`config.mk`:
```
export PLATFORM = sky130hd
export DESIGN_NAME = dram_arbiter
export DESIGN_NICKNAME = d
export VERILOG_FILES = /design/src/rtl/dram_arbiter.sv
export SDC_FILE = /design/constraint.sdc
export NUM_CORES = 1
export LEC_CHECK = 0
export CORE_AREA = 2 2 106 108
export CTS_CLUSTER_DIAMETER = 40
export DETAILED_ROUTE_END_ITERATION = 6
export DIE_AREA = 0 0 108 110
export GPL_TIMING_DRIVEN = 0
export SETUP_SLACK_MARGIN = 0.2
export SLEW_MARGIN = 20
export SYNTH_ARGS = -nofsm -noshare
export SYNTH_HDL_FRONTEND = slang
export SYNTH_SLANG_ARGS = --single-unit
```
`constraint.sdc`:
```
create_clock -name clk -period 1.6 [get_ports clk]
set_input_delay 0.24 -clock clk [delete_from_list [all_inputs] [get_ports clk]]
set_output_delay 0.24 -clock clk [all_outputs]
set_load 0.01 [all_outputs]
```
`src/rtl/dram_arbiter.sv`:
```
// Two-requester arbiter (instruction fetch, MEM stage) for a single synchronous-read data RAM.
// MEM has priority; a starvation counter lets IF win a conflict after STARVE_MAX waiting cycles.
module dram_arbiter #(
  parameter int STARVE_MAX = 4
) (
  input  logic        clk,
  input  logic        rst,
  input  logic        if_req,
  input  logic [31:0] if_addr,
  input  logic        if_cancel,
  output logic        if_gnt,
  output logic        if_rvalid,
  output logic [31:0] if_rdata,
  input  logic        mem_req,
  input  logic [3:0]  mem_wen,
  input  logic [31:0] mem_addr,
  input  logic [31:0] mem_wdata,
  output logic        mem_gnt,
  output logic        mem_rvalid,
  output logic [31:0] mem_rdata,
  output logic [31:0] ram_addr,
  output logic [3:0]  ram_wen,
  output logic [31:0] ram_wdata,
  input  logic [31:0] ram_rdata
);

  typedef enum logic [1:0] {
    IDLE   = 2'd0,
    RD_IF  = 2'd1,
    RD_MEM = 2'd2
  } owner_e;

  localparam logic [3:0] STARVE_LIM = 4'(STARVE_MAX);

  owner_e     rd_owner_q, rd_owner_d;
  logic [3:0] starve_cnt_q, starve_cnt_d;

  // Grant selection: MEM wins a conflict unless IF has waited STARVE_MAX cycles.
  always_comb begin
    if_gnt  = 1'b0;
    mem_gnt = 1'b0;
    if (rst) begin
      if_gnt  = 1'b0;
      mem_gnt = 1'b0;
    end else if (if_req && (!mem_req || (starve_cnt_q == STARVE_LIM))) begin
      if_gnt  = 1'b1;
    end else if (mem_req) begin
      mem_gnt = 1'b1;
    end else begin
      if_gnt  = 1'b0;
      mem_gnt = 1'b0;
    end
  end

  // RAM port drive from the granted requester; idle port is all-zero.
  always_comb begin
    ram_addr  = 32'h0000_0000;
    ram_wen   = 4'b0000;
    ram_wdata = 32'h0000_0000;
    if (if_gnt) begin
      ram_addr  = if_addr;
    end else if (mem_gnt) begin
      ram_addr  = mem_addr;
      ram_wen   = mem_wen;
      ram_wdata = mem_wdata;
    end else begin
      ram_addr  = 32'h0000_0000;
      ram_wen   = 4'b0000;
      ram_wdata = 32'h0000_0000;
    end
  end

  // Next-state for the starvation counter and the read-owner tag of the returning data.
  always_comb begin
    starve_cnt_d = 4'd0;
    rd_owner_d   = IDLE;
    if (if_req && !if_gnt) begin
      starve_cnt_d = (starve_cnt_q == STARVE_LIM) ? starve_cnt_q : starve_cnt_q + 4'd1;
    end else begin
      starve_cnt_d = 4'd0;
    end
    if (if_gnt && !if_cancel) begin
      rd_owner_d = RD_IF;
    end else if (mem_gnt && (mem_wen == 4'b0000)) begin
      rd_owner_d = RD_MEM;
    end else begin
      rd_owner_d = IDLE;
    end
  end

  // Response routing; a cancel in the return cycle drops the IF data.
  always_comb begin
    if_rvalid  = 1'b0;
    mem_rvalid = 1'b0;
    if (rst) begin
      if_rvalid  = 1'b0;
      mem_rvalid = 1'b0;
    end else begin
      if_rvalid  = (rd_owner_q == RD_IF) && !if_cancel;
      mem_rvalid = (rd_owner_q == RD_MEM);
    end
  end

  assign if_rdata  = ram_rdata;
  assign mem_rdata = ram_rdata;

  // Owner FSM and starvation counter state.
  always_ff @(posedge clk) begin
    if (rst) begin
      rd_owner_q   <= IDLE;
      starve_cnt_q <= 4'd0;
    end else begin
      rd_owner_q   <= rd_owner_d;
      starve_cnt_q <= starve_cnt_d;
    end
  end

endmodule

```
### Word level (Yosys, flattened, before mapping)

Index checks and enable logic that the tools add are counted.

| word-level totals | value |
|---|---|
| register bits after elaboration | 6 |
| word-level logic and storage cells | 35 |
| output and inout port bits | 136 |
| input bits | 137 |

| cells by class | value |
|---|---|
| equality and inequality tests | 3 |
| add/subtract/negate cells | 1 |
| mux-type cells | 15 |
| reductions and logical operators | 12 |
| bitwise logic cells | 1 |

Operators by type and width:

| kind | count |
|---|---|
| 32-bit two-way mux | 4 |
| 1-bit two-way mux | 8 |
| 4-bit two-way mux | 2 |
| 1-bit logical AND | 5 |
| 4-bit by 1-bit adder with 4-bit output, second input constant | 1 |
| 4-bit by 3-bit == test with 1-bit output, second input constant | 1 |
| 4-bit logical NOT | 1 |
| 2-bit OR reduction | 2 |
| 1-bit logical NOT | 3 |
| 2-bit by 1-bit == test with 1-bit output, second input constant | 1 |
| 2-bit == test, second input constant | 1 |
| 2-bit two-way mux | 1 |
| 1-bit logical OR | 1 |
| 1-bit inverter | 1 |

### Depth between registers and ports, before layout

Gate-level depths: netlist (run 1).

| depth | value |
|---|---|
| depth in word-level cells | 9 |
| depth in mapped cells | 7 |
| mapped depth without buffers | 5 |

### Least setup slack after synthesis (run 1)

Ideal clock, no wire load.

| timing | value |
|---|---|
| kind | register -> output |
| start | register starve_cnt_q[0] |
| end | output ram_addr[10] |
| data required time | 1360 ps |
| setup slack | 23 ps |
| arrival time | 1337 ps |
| buffers on the path | 2 |
| stages on the path, launching flop included | 8 |
| cells stage by stage | dfxtp_1 inv_1 ha_1 nand3b_4 o211a_1 buf_6 buf_6 a22o_1 |

| on the way | value |
|---|---|
| word-level cells in the longest chain between the ends | 7 |
| elaborated cells between the ends (all ways) | 9 |
| classes of those cells | 1 x eq/ne; 6 x mux; 2 x reduce/logical |

Ends and longest elaborated chain:

| what | line | text |
|---|---|---|
| start: declaration | 36 | `logic [3:0] starve_cnt_q, starve_cnt_d;` |
| start signal: assignment | 114 | `starve_cnt_q <= starve_cnt_d;` |
| 4-bit by 3-bit == test with 1-bit output (*) | 45 | `end else if (if_req && (!mem_req \|\| (starve_cnt_q == STARVE_LIM))) begin` |
| 1-bit logical OR (*) | 45 |  |
| 1-bit logical AND (*) | 45 |  |
| 1-bit two-way mux | 45 |  |
| 1-bit two-way mux | 42 | `if (rst) begin` |
| 32-bit two-way mux | 62 | `end else if (mem_gnt) begin` |
| 32-bit two-way mux (*) | 60 | `if (if_gnt) begin` |
| end: declaration | 21 | `output logic [31:0] ram_addr,` |

Every way passes the cells marked *; elsewhere a longest branch is shown, timed or not.

### Worst setup path in the final report (run 1)

| timing | value |
|---|---|
| start | register starve_cnt_q[0] |
| end | output ram_addr[22] |

Same word-level chain as after synthesis.

==> impl_metrics.tcl, run 1 <==
set metrics [dict create \
    status "finished, violations left" \
    violations "negative setup slack" \
    grt_pass1_vias 2155 \
    die-area_um2 11900 \
    min-delay-start "if_req" \
    cp_cell_sequence "inv_2 -> ha_4 -> nand3b_4 -> o211a_1 -> buf_6 -> buf_6 -> buf_6 -> a22o_1 -> buf_2" \
    slew_viol_final 0 \
    synth_top_area_share 0.361 \
    powerDensity_nw_per_um2 330 \
    clk_pin_slew_ps 40 \
    reg2reg_depth 7 \
    cts_max_level 1 \
    tightest_slew_ps 437 \
    drive_above_1_share 0.484 \
    routed_via_density 3.82 \
    post-route-util 0.389 \
    syn-instance-count 174 \
    first_pass_iters 4 \
    worstReg2RegStart "starve_cnt_q[0]" \
    r2r_slack_ps 210 \
    p_comb_frac 0.723 \
    drtIter0Drc 39 \
    dp_slack_ps -1000 \
    grt_pass1_wl_um 10200 \
    path_common_cell "buf_6" \
    cp_max_fo 7 \
    avgSynthCellArea_um2 8.01 \
    fin_crit_sh 1.25 \
    critPathMaxStageDelay_ps 310 \
    ctsRootBufferMaster "clkbuf_8" \
    route.vias.total 2186 \
    synth_seq_cells 6 \
    min_path_cells 3 \
    synthTopCellsByCount "67 x buf_4, 36 x and2_1, 32 x a22o_1" \
    clockPowerShare 0.165 \
    port_buffers 240 \
    p_sw_uw 373 \
    ant_nets 0 \
    synth_ff_type "dfxtp_1" \
    grt_overflow 0 \
    drc 0 \
    worst-setup-path-type "flip-flop to output port" \
    cp_slowest_cell "dfxtp_2" \
    rr_endpoint "rd_owner_q[1]" \
    crit_required_ps 1360 \
    wl_um 7650 \
    setup_viol 70 \
    p_int_uw 1000 \
    num-nets-final 573 \
    worst_setup_path_start_kind "flip-flop" \
    cp.arrival_ps 1760 \
    hold_class "input pin to flip-flop" \
    fin_cells 573 \
    die_h_um 110 \
    cts_hold_buffers 0 \
    dp.cells 554 \
    fin_area_um2 4160 \
    synth.top_cells.by_area "buf_4 36%, a22o_1 20%, and2_1 16%" \
    syn_area_um2 1390 \
    layout_setup_ws_ps -397 \
    core_um2 10700 \
    fmax_mhz 501 \
    yosysSeqAreaShare 0.0862 \
    synth_top_cell_by_area "buf_4" \
    synth_fp_nets 313 \
    cts_sinks 6 \
    row_count 38 \
    yosys_warnings 0 \
    worstHoldEndpoint "starve_cnt_q[1]" \
    period_minus_slack_ps 2000 \
    max_slew_margin 0.706 \
    grt_max_degree 11 \
    insertion_delay_ps 220 \
    p_sw_frac 0.272 \
    finClkSkew_ps 0.510 \
    power_frac_seq 0.112 \
    end_kind "output port" \
    place_congestion 0.732 \
    cts_buffer_depth 2 \
    hpwl_um 6560 \
    area_delta_synth_final_pct 199 \
    holdWs_ps 380 \
    post_drt_wl_per_cell_um 13.4 \
    start_util 0.130 \
    ios 273 \
    synthDistinctLibCells 22 \
    grtUsageTotal 0.109 \
    die_w_um 108 \
    synth.most_common_cell "buf_4" \
    p_leak_uw 0.00198 \
    cts_tree "done" \
    placed_cell_area_um2 4080 \
    synth-edff-count 0 \
    hold_violations 0 \
    ir_drop_v 0.000144 \
    cts_buffers 3 \
    grt_antenna_before_repair 1 \
    async_reset_ff_frac 0 \
    drv_cap 0 \
    rsz0062_at_grt "yes" \
]
-- final cells by class --
type,instances,area [um^2]
tap,140,175
clock buffer,3,41.3
inverter,5,18.8
multi-input combinational,88,786
sequential,6,123
antenna,1,2.50
fill,1070,6530
timing repair buffer,255,2400
buffer,75,616
-- worst max-delay path by stage --
stage,from,depth (start not counted),to
4_1_cts,starve_cnt_q[0],9,ram_addr[23]
5_1_grt,starve_cnt_q[0],9,ram_addr[27]
3_5_place_dp,rst,6,ram_addr[8]
6_report,starve_cnt_q[0],9,ram_addr[22]
2_1_floorplan,starve_cnt_q[1],7,ram_addr[10]
3_3_place_gp,rst,6,ram_addr[29]
-- critical path, delay by kind of cell, from the launching register on --
family                   cells  cell delay (ps)
AO/OA/AOI/OAI                2              410
adder cells (fa/ha/maj)      1              140
buffers and inverters        5              580
flip-flops                   1              310
AND/OR/NAND/NOR              1               90
-- registers in the layout, summed over array words and instances (netlist names) --
register / cells
starve_cnt_q: 4
rd_owner_q: 2
-- stage by stage --
stage / setup TNS (ps) / total power [uW]
floorplan: 0 / 533
global placement: -52650 / 1150
detailed placement: -53280 / 1160
CTS: -26560 / 1390
global route: -27040 / 1460
finish: -22140 / 1370
-- kinds of logic (layout without fill, tap and decap cells) --
logic type,after synthesis,in the layout,synth area share
buffers and inverters,80,338,0.439
AND/OR/NAND/NOR,50,50,0.229
AO/OA/AOI/OAI,34,34,0.215
flip-flops,6,6,0.0862
adder cells (fa/ha/maj),2,2,0.0180
XOR/XNOR,1,1,0.00628
multiplexers,1,1,0.00718
other,0,1,0
-- power by group through the flow --
stage,Sequential [uW],Combinational [uW],Clock (uW)
4_1_cts,154,1000,231
5_1_grt,154,1060,248
2_1_floorplan,157,377,0
3_3_place_gp,157,997,0
3_5_place_dp,157,1000,0
6_report,154,994,226
-- routing by layer --
metal | up-vias | part of all wire | global-route usage
li1 | 1044 | - | -
met1 | 974 | 0.32 | 0.0998
met2 | 163 | 0.55 | 0.234
met3 | 5 | 0.12 | 0.0300
met4 | 0 | 0.0068 | 0.0238
met5 | - | 0 | 0
-- placed cells by master (no fill, tap or decap), types with 2 or more instances in the layout --
cell type	n
clkdlybuf4s50_1	165
buf_4	73
buf_6	45
buf_2	37
and2_4	36
a22o_1	32
nor3_1	4
dfxtp_1	4
buf_8	3
inv_1	3
clkbuf_8	3
dlygate4sd2_1	3
inv_2	2
clkdlybuf4s15_2	2
dfxtp_2	2
-- what timing repair did --
item / in CTS / in global routing
endpoints found under the setup margin: 74 / 71
pin swaps: 4 / 2
setup buffers: 10 / 1
gates cloned: 4 / 0
gates resized for setup: 334 / 4
Note: power is estimated with default switching activity, not from simulation.
==> run 2, diff against run 1 <==
--- a/config.mk
+++ b/config.mk
@@ -5,13 +5,17 @@
 export SDC_FILE = /design/constraint.sdc
 export NUM_CORES = 1
 export LEC_CHECK = 0
-export CORE_AREA = 2 2 106 108
+export CELL_PAD_IN_SITES_DETAIL_PLACEMENT = 0
+export CELL_PAD_IN_SITES_GLOBAL_PLACEMENT = 2
+export CORE_MARGIN = 2
+export CORE_UTILIZATION = 10
 export CTS_CLUSTER_DIAMETER = 40
 export DETAILED_ROUTE_END_ITERATION = 6
-export DIE_AREA = 0 0 108 110
 export GPL_TIMING_DRIVEN = 0
+export PLACE_DENSITY_LB_ADDON = 0.1
 export SETUP_SLACK_MARGIN = 0.2
 export SLEW_MARGIN = 20
 export SYNTH_ARGS = -nofsm -noshare
 export SYNTH_HDL_FRONTEND = slang
 export SYNTH_SLANG_ARGS = --single-unit
+export TNS_END_PERCENT = 30
==> run 2 against run 1 <==
Against the previous run:
- the flow still finishes with violations (negative setup slack)
- sequential share of layout area barely moved
- die area rose by 25%
- final cell count rose by 6.5%
- critical endpoint is now ram_addr[1]
- non-clock buffer count fell by 2
- hold slack got worse by 9.8 ps
- register-to-register slack got worse by 160 ps
- flip-flop and latch count did not move
==> impl_metrics.tcl, run 2 (synthesis gave the netlist of run 1 again) <==
set metrics [dict create \
    drive_above_1_share 0.412 \
    port_buffers 240 \
    cts_max_level 1 \
    ant_nets 0 \
    p_leak_uw 0.00193 \
    place_congestion 0.723 \
    worst-setup-path-type "flip-flop to output port" \
    first_pass_iters 4 \
    drv_cap 0 \
    grt_antenna_before_repair 0 \
    worst_setup_path_start_kind "flip-flop" \
    ctsRootBufferMaster "clkbuf_16" \
    cp_cell_sequence "inv_2 -> ha_4 -> nand3b_4 -> o211a_4 -> buf_12 -> buf_8 -> a22o_1 -> buf_2" \
    ios 273 \
    grt_pass1_vias 2113 \
    dp_slack_ps -1040 \
    route.vias.total 2115 \
    wl_um 8230 \
    end_kind "output port" \
    start_util 0.101 \
    slew_viol_final 0 \
    fin_cells 610 \
    hold_class "input pin to flip-flop" \
    largest_register_ff_count 4 \
    p_total_uw 1510 \
    routed_via_density 3.47 \
    top_register "starve_cnt_q" \
    worstReg2RegStart "starve_cnt_q[1]" \
    fmax_mhz 514 \
    finClkSkew_ps 1.47 \
    top_regs "starve_cnt_q (4), rd_owner_q (2)" \
    violations "negative setup slack" \
    die_h_um 122 \
    diodes 0 \
    drc 0 \
    cp_slowest_cell "dfxtp_2" \
    area_delta_synth_final_pct 194 \
    grtUsageMet3 0.0393 \
    num-nets-final 571 \
    die-area_um2 14900 \
    tightest_slew_ps 307 \
    final_cell_mix "166 x clkdlybuf4s50_1, 72 x buf_4, 56 x buf_2" \
    cts_buffers 3 \
    grtUsageTotal 0.0980 \
    cp.arrival_ps 1710 \
    insertion_delay_ps 230 \
    cpLargestDelayFamily "buffers and inverters" \
    grtUsageMet1 0.0885 \
    hpwl_um 7140 \
    max_slew_margin 0.794 \
    hold_violations 0 \
    crit_required_ps 1360 \
    ir_drop_v 0.000177 \
    grt_max_degree 11 \
    final_common_cell "clkdlybuf4s50_1" \
    fillerInstances 1509 \
    min-delay-start "if_req" \
    use_met2 0.203 \
    crit_path_start "starve_cnt_q[1]" \
    setup_viol 70 \
    cts_hold_buffers 0 \
    placed_cell_area_um2 4040 \
    post_drt_wl_per_cell_um 13.5 \
    critPathMaxStageDelay_ps 310 \
    die_w_um 122 \
    drtIter0Drc 12 \
    clk_pin_slew_ps 30 \
    worstPathBufferInverterCount 4 \
    row_count 43 \
    dp.cells 594 \
    period_minus_slack_ps 1950 \
    grt_overflow 0 \
    grt_pass1_wl_um 11100 \
    layout_setup_ws_ps -347 \
    cts_sinks 6 \
    powerDensity_nw_per_um2 369 \
    fin_area_um2 4100 \
    holdWs_ps 370 \
    core_um2 13800 \
    cts_tree "done" \
    status "finished, violations left" \
    cp_max_fo 5 \
    cts_buffer_depth 2 \
    rsz0062_at_grt "yes" \
    busiest_layer "met2" \
    fin_crit_sh 1.22 \
]
-- run 2: per-layer routing --
layer	share of wire	wire length (um)
met5	0	0
met4	0.0033	27
met1	0.30	2490
met3	0.14	1110
met2	0.56	4600
-- run 2: final cells by class --
class                   instances  area [um^2]  area share
repair buffers                253         2310       0.563
plain buffers                  75          637       0.155
clock buffers                   3         75.1      0.0183
multi-input cells              88          713       0.174
inverters                       5         18.8     0.00458
well taps                     180          225      0.0549
flip-flops and latches          6          123      0.0299
-- run 2: timing repair --
action                     4_1_cts  5_1_grt
resized for setup              299       30
pin swaps                        3       18
setup endpoints to repair       74       74
gates cloned                     2        2
setup buffers                    7        2
-- run 2: final timing paths --
| path | slack (ps) | end | depth (start not counted) |
|---|---|---|---|
| worst max-delay path | -350 | ram_addr[1] | 8 |
| worst min-delay path | 370 | starve_cnt_q[1] | 3 |
| worst max register to register | 50 | rd_owner_q[1] | 8 |
| worst min register to register | 560 | starve_cnt_q[3] | 2 |
-- run 2: metrics by stage --
stage,utilization,TNS (ps)
global placement,0.293,-53770
detailed placement,0.293,-53160
global route,0.298,-25860
finish,0.298,-21230
floorplan,-,0
CTS,0.284,-23470
-- run 2: power breakdown --
group	leakage, uW	total, uW	switching, uW	internal (uW)
logic	0.00185	956	299	657
registers	0.0000495	154	1.25	153
clock network	0.0000370	400	80.0	320
total	0.00193	1510	381	1130
-- run 2: worst reg2reg max path, stage by stage, from the launching register on --
cell and delay [ps]:
dfxtp_2 310, inv_2 60, ha_4 140, nand3b_4 90
o211a_4 260, clkbuf_16 170, buf_16 130, buf_4 130
and3_1 150
